`config.mk`:
```
export PLATFORM = sky130hd
export DESIGN_NAME = note_sequencer_flat
export DESIGN_NICKNAME = d
export VERILOG_FILES = /design/src/rtl/note_sequencer_if.sv /design/src/rtl/note_sequencer.sv /design/src/flat_wrapper.sv
export SDC_FILE = /design/constraint.sdc
export NUM_CORES = 1
export LEC_CHECK = 0
export BUFFER_PORTS_ARGS = -buffer_cell sky130_fd_sc_hd__buf_2
export CORE_MARGIN = 10
export CORE_UTILIZATION = 61
export CTS_CLUSTER_SIZE = 14
export DETAILED_ROUTE_END_ITERATION = 10
export HOLD_SLACK_MARGIN = 0.12
export PLACE_DENSITY = 0.79
export SYNTH_ARGS = -nofsm -noshare
export SYNTH_HDL_FRONTEND = slang
export SYNTH_SLANG_ARGS = --single-unit
```
`constraint.sdc`:
```
create_clock -name main_clk -period 4.6 [get_ports main_clk]
set_input_delay 0.46 -clock main_clk [delete_from_list [all_inputs] [get_ports main_clk]]
set_output_delay 0.46 -clock main_clk [all_outputs]
set_load 0.01 [all_outputs]
```
`src/rtl/note_sequencer_if.sv`:
```
`default_nettype none
// +----------------------------------------------------------------------------+
// | note_sequencer_if: control, note-table write and voice-output bundle.       |
// | Revision: 1.0                                                               |
// +----------------------------------------------------------------------------+
interface note_sequencer_if #(
    parameter int FREQ_BITS       = 16,
    parameter int PULSEWIDTH_BITS = 12,
    parameter int ADDR_BITS       = 4,
    parameter int DUR_BITS        = 8
) ();
    logic                                         start;
    logic                                         stop;
    logic                                         loop_en;
    logic [15:0]                                  tick_div;
    logic                                         wr_en;
    logic [ADDR_BITS-1:0]                         wr_addr;
    logic [FREQ_BITS+PULSEWIDTH_BITS+3+DUR_BITS-1:0] wr_data;
    logic [FREQ_BITS-1:0]                         tone_freq;
    logic [PULSEWIDTH_BITS-1:0]                   pulse_width;
    logic                                         en_noise;
    logic                                         en_pulse;
    logic                                         en_triangle;
    logic                                         test;
    logic                                         busy;
    logic [ADDR_BITS-1:0]                         note_index;
    logic                                         done;

    modport master (
        output start, stop, loop_en, tick_div, wr_en, wr_addr, wr_data,
        input  tone_freq, pulse_width, en_noise, en_pulse, en_triangle,
               test, busy, note_index, done
    );

    modport slave (
        input  start, stop, loop_en, tick_div, wr_en, wr_addr, wr_data,
        output tone_freq, pulse_width, en_noise, en_pulse, en_triangle,
               test, busy, note_index, done
    );
endinterface
`default_nettype wire

```
`src/rtl/note_sequencer.sv`:
```
`default_nettype none
// +----------------------------------------------------------------------------+
// | note_sequencer: steps through a note table, driving tone/pulse/enable       |
// | settings to a voice for duration*(tick_div+1) cycles per entry.             |
// | Revision: 1.0                                                               |
// +----------------------------------------------------------------------------+
module note_sequencer #(
    parameter int FREQ_BITS       = 16,
    parameter int PULSEWIDTH_BITS = 12,
    parameter int ADDR_BITS       = 4,
    parameter int DUR_BITS        = 8
) (
    input  wire logic        main_clk,
    input  wire logic        reset,
    note_sequencer_if.slave  bus
);
    localparam int c_ENTRY_W = FREQ_BITS + PULSEWIDTH_BITS + 3 + DUR_BITS;
    localparam int c_DEPTH   = 2 ** ADDR_BITS;
    localparam logic [ADDR_BITS-1:0] c_LAST_IDX = '1;

    localparam logic [1:0] c_IDLE = 2'd0;
    localparam logic [1:0] c_LOAD = 2'd1;
    localparam logic [1:0] c_PLAY = 2'd2;

    logic [c_ENTRY_W-1:0]       r_table [0:c_DEPTH-1];
    logic [1:0]                 r_state;
    logic [ADDR_BITS-1:0]       r_note_index;
    logic [15:0]                r_presc;
    logic [DUR_BITS-1:0]        r_tick_cnt;
    logic [DUR_BITS-1:0]        r_dur;
    logic [FREQ_BITS-1:0]       r_tone_freq;
    logic [PULSEWIDTH_BITS-1:0] r_pulse_width;
    logic                       r_en_noise;
    logic                       r_en_pulse;
    logic                       r_en_triangle;
    logic                       r_test;
    logic                       r_busy;
    logic                       r_done;

    logic [c_ENTRY_W-1:0]       w_entry;
    logic [DUR_BITS-1:0]        w_dur;
    logic [FREQ_BITS-1:0]       w_freq;
    logic [PULSEWIDTH_BITS-1:0] w_pw;
    logic                       w_tick;
    logic                       w_note_end;

    // Table is written with non-blocking semantics, so a same-cycle read in LOAD sees old data.
    always_ff @(posedge main_clk) begin
        if (bus.wr_en) begin
            r_table[bus.wr_addr] <= bus.wr_data;
        end
    end

    assign w_entry    = r_table[r_note_index];
    assign w_dur      = w_entry[DUR_BITS-1:0];
    assign w_pw       = w_entry[DUR_BITS+3 +: PULSEWIDTH_BITS];
    assign w_freq     = w_entry[DUR_BITS+3+PULSEWIDTH_BITS +: FREQ_BITS];
    // >= keeps the prescaler from running past a tick_div that was lowered mid-note.
    assign w_tick     = (r_presc >= bus.tick_div);
    assign w_note_end = w_tick && (r_tick_cnt >= r_dur - DUR_BITS'(1));

    always_ff @(posedge main_clk) begin
        if (!reset) begin
            r_state       <= c_IDLE;
            r_note_index  <= '0;
            r_presc       <= '0;
            r_tick_cnt    <= '0;
            r_dur         <= '0;
            r_tone_freq   <= '0;
            r_pulse_width <= '0;
            r_en_noise    <= 1'b0;
            r_en_pulse    <= 1'b0;
            r_en_triangle <= 1'b0;
            r_test        <= 1'b0;
            r_busy        <= 1'b0;
            r_done        <= 1'b0;
        end else begin
            r_done <= 1'b0;
            if (bus.stop) begin
                r_state       <= c_IDLE;
                r_busy        <= 1'b0;
                r_en_noise    <= 1'b0;
                r_en_pulse    <= 1'b0;
                r_en_triangle <= 1'b0;
                r_test        <= 1'b0;
            end else begin
                case (r_state)
                    c_IDLE: begin
                        r_test <= 1'b0;
                        if (bus.start) begin
                            r_state      <= c_LOAD;
                            r_busy       <= 1'b1;
                            r_note_index <= '0;
                        end
                    end
                    c_LOAD: begin
                        r_presc       <= '0;
                        r_tick_cnt    <= '0;
                        r_test        <= 1'b0;
                        r_en_noise    <= 1'b0;
                        r_en_pulse    <= 1'b0;
                        r_en_triangle <= 1'b0;
                        if (w_dur != '0) begin
                            r_state       <= c_PLAY;
                            r_dur         <= w_dur;
                            r_tone_freq   <= w_freq;
                            r_pulse_width <= w_pw;
                            r_en_noise    <= w_entry[DUR_BITS+2];
                            r_en_pulse    <= w_entry[DUR_BITS+1];
                            r_en_triangle <= w_entry[DUR_BITS];
                            r_test        <= 1'b1;
                        end else if (r_note_index != '0 && bus.loop_en) begin
                            r_note_index <= '0;
                        end else begin
                            r_state <= c_IDLE;
                            r_busy  <= 1'b0;
                            r_done  <= 1'b1;
                        end
                    end
                    c_PLAY: begin
                        r_test <= 1'b0;
                        if (w_tick) begin
                            r_presc    <= '0;
                            r_tick_cnt <= r_tick_cnt + DUR_BITS'(1);
                        end else begin
                            r_presc <= r_presc + 16'd1;
                        end
                        if (w_note_end) begin
                            r_en_noise    <= 1'b0;
                            r_en_pulse    <= 1'b0;
                            r_en_triangle <= 1'b0;
                            if (r_note_index != c_LAST_IDX) begin
                                r_note_index <= r_note_index + ADDR_BITS'(1);
                                r_state      <= c_LOAD;
                            end else if (bus.loop_en) begin
                                r_note_index <= '0;
                                r_state      <= c_LOAD;
                            end else begin
                                r_state <= c_IDLE;
                                r_busy  <= 1'b0;
                                r_done  <= 1'b1;
                            end
                        end
                    end
                    default: begin
                        r_state <= c_IDLE;
                        r_busy  <= 1'b0;
                    end
                endcase
            end
        end
    end

    assign bus.tone_freq   = r_tone_freq;
    assign bus.pulse_width = r_pulse_width;
    assign bus.en_noise    = r_en_noise;
    assign bus.en_pulse    = r_en_pulse;
    assign bus.en_triangle = r_en_triangle;
    assign bus.test        = r_test;
    assign bus.busy        = r_busy;
    assign bus.note_index  = r_note_index;
    assign bus.done        = r_done;
endmodule
`default_nettype wire

```
`src/flat_wrapper.sv`:
```
// flat-port wrapper written by rule: the top's interface ports become plain ports
module note_sequencer_flat 
#(
    parameter int FREQ_BITS       = 16,
    parameter int PULSEWIDTH_BITS = 12,
    parameter int ADDR_BITS       = 4,
    parameter int DUR_BITS        = 8
)
  (main_clk, reset, bus_start, bus_stop, bus_loop_en, bus_tick_div, bus_wr_en, bus_wr_addr, bus_wr_data, bus_tone_freq, bus_pulse_width, bus_en_noise, bus_en_pulse, bus_en_triangle, bus_test, bus_busy, bus_note_index, bus_done);
  note_sequencer_if #(.FREQ_BITS(FREQ_BITS), .PULSEWIDTH_BITS(PULSEWIDTH_BITS), .ADDR_BITS(ADDR_BITS), .DUR_BITS(DUR_BITS)) bus_i ();
  input  wire logic main_clk;
  input  wire logic reset;
  input wire logic [$bits(bus_i.start)-1:0] bus_start;
  input wire logic [$bits(bus_i.stop)-1:0] bus_stop;
  input wire logic [$bits(bus_i.loop_en)-1:0] bus_loop_en;
  input wire logic [$bits(bus_i.tick_div)-1:0] bus_tick_div;
  input wire logic [$bits(bus_i.wr_en)-1:0] bus_wr_en;
  input wire logic [$bits(bus_i.wr_addr)-1:0] bus_wr_addr;
  input wire logic [$bits(bus_i.wr_data)-1:0] bus_wr_data;
  output wire logic [$bits(bus_i.tone_freq)-1:0] bus_tone_freq;
  output wire logic [$bits(bus_i.pulse_width)-1:0] bus_pulse_width;
  output wire logic [$bits(bus_i.en_noise)-1:0] bus_en_noise;
  output wire logic [$bits(bus_i.en_pulse)-1:0] bus_en_pulse;
  output wire logic [$bits(bus_i.en_triangle)-1:0] bus_en_triangle;
  output wire logic [$bits(bus_i.test)-1:0] bus_test;
  output wire logic [$bits(bus_i.busy)-1:0] bus_busy;
  output wire logic [$bits(bus_i.note_index)-1:0] bus_note_index;
  output wire logic [$bits(bus_i.done)-1:0] bus_done;
  assign bus_i.start = bus_start;
  assign bus_i.stop = bus_stop;
  assign bus_i.loop_en = bus_loop_en;
  assign bus_i.tick_div = bus_tick_div;
  assign bus_i.wr_en = bus_wr_en;
  assign bus_i.wr_addr = bus_wr_addr;
  assign bus_i.wr_data = bus_wr_data;
  assign bus_tone_freq = bus_i.tone_freq;
  assign bus_pulse_width = bus_i.pulse_width;
  assign bus_en_noise = bus_i.en_noise;
  assign bus_en_pulse = bus_i.en_pulse;
  assign bus_en_triangle = bus_i.en_triangle;
  assign bus_test = bus_i.test;
  assign bus_busy = bus_i.busy;
  assign bus_note_index = bus_i.note_index;
  assign bus_done = bus_i.done;
  note_sequencer #(.FREQ_BITS(FREQ_BITS), .PULSEWIDTH_BITS(PULSEWIDTH_BITS), .ADDR_BITS(ADDR_BITS), .DUR_BITS(DUR_BITS)) u_core (.main_clk(main_clk), .reset(reset), .bus(bus_i));
endmodule
```
==> results of run 1 <==
[layout by cell type, fill, tap and decap left out, types with 18 or more instances in the layout]
cell type and instances:
o21ai_0 21, clkbuf_16 73, dfxtp_1 72, ha_1 34
nand2_1 52, buf_4 38, mux2i_1 43, buf_2 102
mux4_2 187, edfxtp_1 624, nor2b_1 45, inv_1 38
a21oi_1 18
[per-layer routing]
metal / part of all wire / up-vias / global-route usage
li1: - / 5965 / -
met1: 0.37 / 7410 / 0.315
met2: 0.51 / 845 / 0.395
met3: 0.097 / 107 / 0.0559
met4: 0.021 / 10 / 0.0714
met5: 0.0012 / - / 0
[metrics by stage]
stage / power (mW) / util / setup slack [ns]
3_5_place_dp: 7.57 / 0.654 / 1.12
6_report: 12.9 / 0.703 / 1.16
4_1_cts: 13.0 / 0.703 / 1.08
5_1_grt: 13.3 / 0.703 / 0.882
3_3_place_gp: 7.55 / 0.654 / 1.26
2_1_floorplan: 7.38 / - / 0.468
[final timing paths]
check,slack [ns],cells past startpoint,endpoint
max reg2reg,1.16,8,u_core.bus.pulse_width[1]$_SDFFE_PN0P_
min reg2reg,0.45,2,u_core.bus.test$_SDFFE_PP0P_
max,1.16,8,u_core.bus.pulse_width[1]$_SDFFE_PN0P_
min,0.24,1,u_core.r_table[6][17]$_DFFE_PP_
[final cells by class]
type,instances,area (sq um),share of cell area
antenna,3,7.51,0.000240
clock buffer,92,1930,0.0616
clock inverter,32,253,0.00808
inverter,38,143,0.00456
multi-input combinational,586,7110,0.227
sequential,700,20300,0.648
tap,592,741,0.0237
timing repair buffer,142,836,0.0267
[power breakdown]
part           leakage (nW)  switching, mW  internal (mW)
Clock                  1.07           2.35           3.13
Combinational          2.70          0.239          0.125
Sequential             6.25         0.0431           7.04
[cells by family (layout without fill, tap and decap cells)]
family                   count (synthesis)  after routing
multiplexers                           230            230
flip-flops                             700            700
adder cells (fa/ha/maj)                 34             34
AND/OR/NAND/NOR                        210            210
other                                    0              3
buffers and inverters                  101            304
AO/OA/AOI/OAI                          100            100
XOR/XNOR                                12             12
[registers in the layout, indices dropped and copies added (netlist names), 2 cells and up, named ones only]
name,cells
u_core.r_table,624
u_core.bus.tone_freq,16
u_core.r_presc,16
u_core.bus.pulse_width,12
u_core.r_dur,8
u_core.r_tick_cnt,8
u_core.bus.note_index,4
u_core.r_state,2
==> results.py, run 1 <==
metrics = {
    "run_status": {
        "status": "finished clean",
    },
    "route": {
        "ant_nets": 0,
        "avgViaCountPerCell": 6.56,
        "drc": 0,
        "drt_iter0_drc": 1728,
        "routed_wl_um": 63900,
        "wl_per_cell_um": 29.3,
        "num_vias": 14337,
        "first_pass_iters": 5,
    },
    "timing": {
        "rsz0062_at_grt": "false",
        "finalSetupTns_ns": 0,
        "max_slew_margin": 0.207,
        "period_share": 0.748,
        "whs_ns": 0.237,
        "timing.fmax_ghz": 0.291,
        "clock_skew_ns": 0.0291,
        "period_needed_ns": 3.44,
        "finalSetupViolCount": 0,
        "drv_slew": 0,
        "worst_pin_slew_ns": 1.19,
        "hold_viol": 0,
    },
    "synthesis": {
        "syn_area_per_cell_sq_um": 19.9,
        "synth_commonest_cells": "624 x edfxtp_1, 187 x mux4_2, 76 x dfxtp_1",
        "synth_area_leaders": "edfxtp_1 68%, mux4_2 15%, dfxtp_1 5.5%, mux2i_1 1.6%, ha_1 1.5%",
        "ys_seq_area_frac": 0.732,
        "synth.most_common_cell": "edfxtp_1",
        "synth_compound_area_frac": 0.0246,
        "ys_ff_latch": 700,
        "synth-xor-area-share": 0.00380,
        "synth_nets": 1486,
        "synth-edff-count": 624,
        "yosys_warnings": 0,
        "yosys.area_share.simple": 0.0410,
        "synthMuxAreaShare": 0.168,
        "synth_cells": 1387,
        "synth-adder-area-share": 0.0154,
        "yosys.area.top_type": "edfxtp_1",
        "synth-main-ff-cell": "edfxtp_1",
        "netlist_area_sq_um": 27700,
        "synth_top_family_by_area": "multiplexers",
        "synth_cell_types": 53,
        "synth-async-reset-ratio": 0,
        "synth_top_area_frac": 0.677,
    },
    "grt": {
        "grt_util_all_layers": 0.239,
        "grt_pass1_vias": 14874,
        "grt_pass1_wl_um": 95100,
        "grt_overflow_total": 0,
        "grt_antenna_before_repair": 7,
        "grt_max_degree": 56,
    },
    "floorplanning": {
        "ioPinCount": 103,
        "die-area_sq_um": 54300,
        "die_w_um": 233,
        "rows": 77,
        "core_area_sq_um": 44500,
        "initial_core_util": 0.622,
        "dieHeight_um": 233,
    },
    "critical_path": {
        "cp.arrival_ns": 3.92,
        "crit_path_max_incr_delay_ns": 0.91,
        "worstPathCellList": "mux4_2 > o22ai_1 > a21oi_1 > nor4_4 > a211oi_4 > buf_4 > mux2i_1 > nor2b_1",
        "cp_slowest_cell": "dfxtp_4",
        "critPathBufInv": 1,
        "cp_top_family": "compound AO/OA/AOI/OAI gates",
        "crit_fanout": 43,
        "crit_type": "reg -> reg",
        "end_kind": "flip-flop",
        "cp.required_ns": 5.08,
        "start_kind": "flip-flop",
    },
    "clock_tree": {
        "clock_latency_ns": 0.60,
        "cts_max_level": 3,
        "cts_buffers": 70,
        "clock_sinks": 700,
        "clk_path_buf_depth": 3,
        "cts_resized": 0,
        "cts_hold_buf": 0,
        "clk_pin_slew_ns": 0.06,
        "cts_tree": "yes",
        "post_cts_buffers": 0,
        "cts_root_buf": "clkbuf_16",
    },
    "cells_and_area": {
        "fin_cells": 2185,
        "drive_gt1_frac": 0.284,
        "final_cell_area_sq_um": 31300,
        "nFillCells": 2655,
        "final_nets": 1637,
        "area_growth_pct": 13.1,
    },
    "placement": {
        "port_buffers": 102,
        "place_area_sq_um": 29100,
        "hpwl_um": 34100,
        "placed_cells": 2058,
        "place_congestion": 0.849,
    },
    "power_and_ir_drop": {
        "ir_drop_uv": 283,
        "power.static_leakage_nw": 10.0,
        "p_per_area_nw_per_um2": 413,
    },
    "hold_path": {
        "min_path_type": "in -> reg",
        "hp-start": "bus_wr_data[17]",
    },
    "run": {
        "cap_violations": 0,
    },
}
Note: power is estimated with default switching activity, not from simulation.
==> run 2: changes to the inputs <==
clock period = 3.3 ns   (was 4.6 ns; I/O delays follow)
==> run 2 against run 1 <==
Effect of this change: global-route usage is 1.1 points lower; count of clock-buffer cells in the layout is 8 higher; sequential share of layout area is 1.4 points lower; non-clock buffer count is 45 higher; critical path depth is 3 higher; worst hold slack worse by 0.030 ns; first-iteration DRC count is 6.4% lower; flip-flop and latch count stayed put; worst setup slack worse by 0.83 ns; core utilization is 1.6 points higher; via count is 0.68% lower; largest cell class unchanged.
==> results.py, run 2 (same netlist as run 1, synthesis figures left out) <==
metrics = {
    "clock_tree": {
        "clk_pin_slew_ns": 0.06,
        "cts_resized": 0,
        "cts_root_buf": "clkbuf_16",
        "clock_sinks": 700,
        "cts_tree": "yes",
        "cts_max_level": 3,
        "clock_latency_ns": 0.61,
        "cts_buffers": 69,
        "clk_path_buf_depth": 3,
    },
    "critical_path": {
        "start_kind": "flip-flop",
        "reg2reg_depth": 11,
        "end_kind": "flip-flop",
        "ff2ff_setup_slack_ns": 0.33,
        "crit_type": "reg -> reg",
        "cp.required_ns": 3.79,
        "cp.arrival_ns": 3.46,
        "crit_fanout": 36,
        "r2r-end": "u_core.bus.pulse_width[5]$_SDFFE_PN0P_",
    },
    "route": {
        "drc": 0,
        "wl_met2_um": 30500,
        "avgViaCountPerCell": 6.38,
        "routed_wl_um": 60600,
        "topRoutingLayerUsed": "met5",
        "met1_length_um": 23800,
        "num_vias": 14240,
        "ant_nets": 0,
        "first_pass_iters": 5,
        "wl_per_cell_um": 27.1,
        "wl_met3_um": 4840,
        "drt_iter0_drc": 1617,
    },
    "floorplanning": {
        "dieHeight_um": 233,
        "die-area_sq_um": 54300,
        "die_w_um": 233,
        "initial_core_util": 0.622,
        "core_area_sq_um": 44500,
        "ioPinCount": 103,
        "rows": 77,
    },
    "grt": {
        "grt_pass1_wl_um": 91600,
        "grt_util_all_layers": 0.228,
        "grt_overflow_total": 0,
        "grt_max_degree": 91,
        "grt_antenna_before_repair": 5,
        "grt_pass1_vias": 14935,
    },
    "timing": {
        "max_slew_margin": 0.434,
        "worst_pin_slew_ns": 0.849,
        "rsz0062_at_grt": "false",
        "period_share": 0.900,
        "finalSetupViolCount": 0,
        "period_needed_ns": 2.97,
        "finalSetupTns_ns": 0,
        "hold_viol": 0,
        "clock_skew_ns": 0.0224,
        "drv_slew": 0,
        "timing.fmax_ghz": 0.337,
    },
    "hold_path": {
        "whs_path_depth": 3,
        "worstHoldEndpoint": "u_core.bus.test$_SDFFE_PP0P_",
        "hp-start": "bus_stop",
        "min_path_type": "in -> reg",
    },
    "placement": {
        "port_buffers": 102,
        "place_congestion": 0.845,
        "placed_cells": 2060,
        "hpwl_um": 32100,
    },
    "run": {
        "cap_violations": 0,
    },
    "power_and_ir_drop": {
        "power.static_leakage_nw": 10.3,
        "ir_drop_uv": 474,
        "p_per_area_nw_per_um2": 571,
    },
    "cells_and_area": {
        "final_common_cell": "edfxtp_1",
        "area_growth_pct": 15.6,
        "final_cell_mix": "624 x edfxtp_1, 187 x mux4_2, 102 x buf_2",
        "drive_gt1_frac": 0.282,
        "largest_reg_flops": 624,
        "nFillCells": 2620,
        "largest_register": "u_core.r_table",
        "fin_cells": 2232,
        "final_nets": 1681,
    },
    "run_status": {
        "status": "finished clean",
    },
}
## run 2: cell type report
type | count | area [sq um] | area share
sequential | 700 | 20300 | 0.634
multi-input combinational | 586 | 7130 | 0.223
clock buffer | 100 | 1960 | 0.0612
timing repair buffer | 187 | 1410 | 0.0441
tap | 592 | 741 | 0.0232
clock inverter | 26 | 313 | 0.00978
inverter | 38 | 143 | 0.00446
antenna | 3 | 7.51 | 0.000235
## run 2: power breakdown
| group | switching, mW | internal (mW) |
|---|---|---|
| clock | 3.21 | 4.62 |
| combinational | 0.341 | 0.214 |
| sequential | 0.0539 | 9.82 |
| total | 3.60 | 14.7 |
## run 2: through the flow
stage,area [sq um],power [mW],hold slack (ns),worst slack [ns],util
floorplan,27700,10.3,0.429,0.359,-
CTS,31900,18.3,0.182,0.191,0.717
finish,32000,18.3,0.207,0.329,0.718
global placement,29300,10.5,0.436,0.316,0.657
global route,32000,18.7,0.214,0.0859,0.718
detailed placement,29300,10.6,0.457,0.230,0.657
## run 2: worst max-delay path: stages, from the launching register on
cell      delay [ns]
dfxtp_4         0.46
buf_12          0.23
mux4_2          0.53
a22oi_1         0.20
nand2_1         0.16
nor4_4          0.29
buf_4           0.18
buf_4           0.12
a211oi_4        0.06
buf_12          0.25
mux2i_1         0.25
nor2b_1         0.09
## run 2: worst max-delay path by stage
stage / start / end / slack (ns) / cells after the start
global placement: flip-flop / flip-flop / 0.32 / 8
floorplan: bus_wr_addr[2] / u_core.r_table[1][0]$_DFFE_PP_ / 0.36 / 2
detailed placement: flip-flop / flip-flop / 0.23 / 8
global route: u_core.r_dur[2]$_SDFFE_PN0P_ / flip-flop / 0.09 / 13
finish: flip-flop / u_core.bus.pulse_width[5]$_SDFFE_PN0P_ / 0.33 / 11
CTS: flip-flop / u_core.bus.note_index[0]$_SDFFE_PN0P_ / 0.19 / 8
## run 2: repair_timing
| item | CTS | global route |
|---|---|---|
| setup endpoints to repair | 0 | 4 |
| hold buffers | 40 | 0 |
| hold endpoints to repair | 625 | 0 |
| setup buffers | 0 | 3 |
## run 2: metal layers
metal | track usage | vias to the layer above
li1 | - | 6062
met2 | 0.368 | 692
met4 | 0.0700 | 2
met1 | 0.309 | 7374
met3 | 0.0504 | 110
met5 | 0 | -
==> run 3: changes to the inputs <==
clock period = 2.9 ns   (was 3.3 ns; I/O delays follow)
==> run 3 against run 2 <==
Effect of this change: clock skew about the same; non-clock buffer count up 19; first-iteration DRC count up 3.8%; highest routed layer unchanged.
==> results.py, run 3 (same netlist as run 1, synthesis figures left out) <==
metrics = {
    "timing": {
        "finalSetupViolCount": 0,
        "max_slew_margin": 0.492,
        "drv_slew": 0,
        "period_needed_ns": 2.81,
        "hold_viol": 0,
        "clock_skew_ns": 0.0226,
        "finalSetupTns_ns": 0,
        "period_share": 0.968,
        "worst_pin_slew_ns": 0.762,
        "timing.fmax_ghz": 0.356,
    },
    "cells_and_area": {
        "drive_gt1_frac": 0.295,
        "final_cell_area_sq_um": 32300,
        "largest_register": "u_core.r_table",
        "largest_reg_flops": 624,
        "final_nets": 1701,
        "final_cell_mix": "624 x edfxtp_1, 187 x mux4_2, 102 x buf_2",
        "area_growth_pct": 16.6,
        "fin_cells": 2251,
        "final_common_cell": "edfxtp_1",
        "utilization": 0.725,
    },
    "critical_path": {
        "crit_type": "reg -> reg",
        "end_kind": "flip-flop",
        "cp.arrival_ns": 3.28,
        "crit_fanout": 17,
        "cp_top_family": "multiplexers",
        "cp_common_cell": "buf_4",
        "cp.depth": 10,
        "reg2reg_depth": 10,
        "worstPathCellList": "buf_4 > mux4_2 > a22oi_1 > nand2_1 > nor4_4 > buf_4 > a211oi_4 > buf_12 > mux2i_1 > nor2b_1",
        "critPathBufInv": 3,
        "cp_slowest_cell": "mux4_2",
        "ff2ff_setup_slack_ns": 0.09,
        "crit_path_max_incr_delay_ns": 0.52,
        "start_kind": "flip-flop",
        "cp.required_ns": 3.37,
    },
    "placement": {
        "port_buffers": 102,
        "place_area_sq_um": 29500,
        "place_congestion": 0.829,
        "placed_cells": 2075,
        "hpwl_um": 33100,
    },
    "floorplanning": {
        "rows": 77,
        "core_area_sq_um": 44500,
        "ioPinCount": 103,
        "die_w_um": 233,
        "dieHeight_um": 233,
        "die-area_sq_um": 54300,
        "initial_core_util": 0.622,
    },
    "route": {
        "ant_nets": 0,
        "drc": 0,
        "avgViaCountPerCell": 6.52,
        "wl_per_cell_um": 28.5,
        "drt_iter0_drc": 1678,
        "routed_wl_um": 64300,
        "first_pass_iters": 6,
        "num_vias": 14668,
    },
    "clock_tree": {
        "cts_tree": "yes",
        "cts_root_buf": "clkbuf_16",
        "cts_max_level": 3,
        "clock_sinks": 700,
        "clk_pin_slew_ns": 0.06,
        "cts_buffers": 70,
        "clk_path_buf_depth": 3,
        "clock_latency_ns": 0.59,
    },
    "grt": {
        "grt_overflow_total": 0,
        "grt_util_all_layers": 0.239,
        "grt_max_degree": 64,
        "grt_pass1_vias": 15223,
        "grt_antenna_before_repair": 4,
        "grt_pass1_wl_um": 95300,
    },
    "hold_path": {
        "whs_path_depth": 3,
        "min_path_type": "in -> reg",
    },
    "run_status": {
        "status": "finished clean",
    },
    "power_and_ir_drop": {
        "p_per_area_nw_per_um2": 642,
        "power.static_leakage_nw": 10.4,
        "ir_drop_uv": 490,
    },
    "run": {
        "cap_violations": 0,
    },
}
==> run 3: cell types whose count changed in the layout (fill, tap and decap cells not counted), sizes merged <==
cell | previous run | this run
clkinv | 18 | 20
clkinvlp | 1 | 4
diode | 3 | 1
clkbuf | 100 | 99
bufinv | 6 | 4
buf | 147 | 166
==> run 3: per-layer routing <==
layer  vias up  global-route usage  share of wire
met5         -                   0        0.00056
met4         6              0.0765          0.025
met3       123              0.0490          0.081
met2       793               0.394           0.51
met1      7633               0.317           0.38
li1       6113                   -              -
==> run 3: worst paths after layout <==
check	endpoint	from
hold reg to reg	u_core.bus.test$_SDFFE_PP0P_	u_core.bus.test$_SDFFE_PP0P_
hold / removal	u_core.bus.test$_SDFFE_PP0P_	bus_stop
setup reg to reg	u_core.bus.pulse_width[9]$_SDFFE_PN0P_	flip-flop
setup / recovery	u_core.bus.pulse_width[9]$_SDFFE_PN0P_	flip-flop
==> run 3: worst reg2reg max path, cell delays in order (launching register included) <==
cell and delay, ns:
dfxtp_4 0.45, buf_4 0.17, mux4_2 0.52, a22oi_1 0.22, nand2_1 0.17, nor4_4 0.38, buf_4 0.20, a211oi_4 0.10
buf_12 0.19, mux2i_1 0.22, nor2b_1 0.09
==> run 3: repair_timing <==
item	in CTS	in global routing
resized for setup	1	12
hold buffers	40	0
endpoints found under the hold margin	625	0
buffers inserted	3	4
pin swaps	2	4
endpoints found under the setup margin	28	36
==> run 3: metrics by stage <==
stage	setup slack, ns	power (mW)	hold slack, ns
2_1_floorplan	-0.00127	11.7	0.389
3_3_place_gp	0.0155	12.0	0.436
3_5_place_dp	-0.121	12.0	0.447
4_1_cts	0.00511	20.8	0.142
5_1_grt	-0.0102	21.2	0.185
6_report	0.0923	20.7	0.177
==> run 3: area by class of cell <==
cell class,instances,area (sq um)
inverter,38,143
tap,592,741
fill,2565,12300
clock inverter,29,284
antenna,1,2.50
sequential,700,20300
clock buffer,99,1960
timing repair buffer,206,1670
multi-input combinational,586,7180
==> run 3: where the power goes <==
part	total, mW	switching, mW	internal (mW)
Sequential	11.2	0.0668	11.2
Combinational	0.655	0.400	0.254
Clock	8.80	3.69	5.11
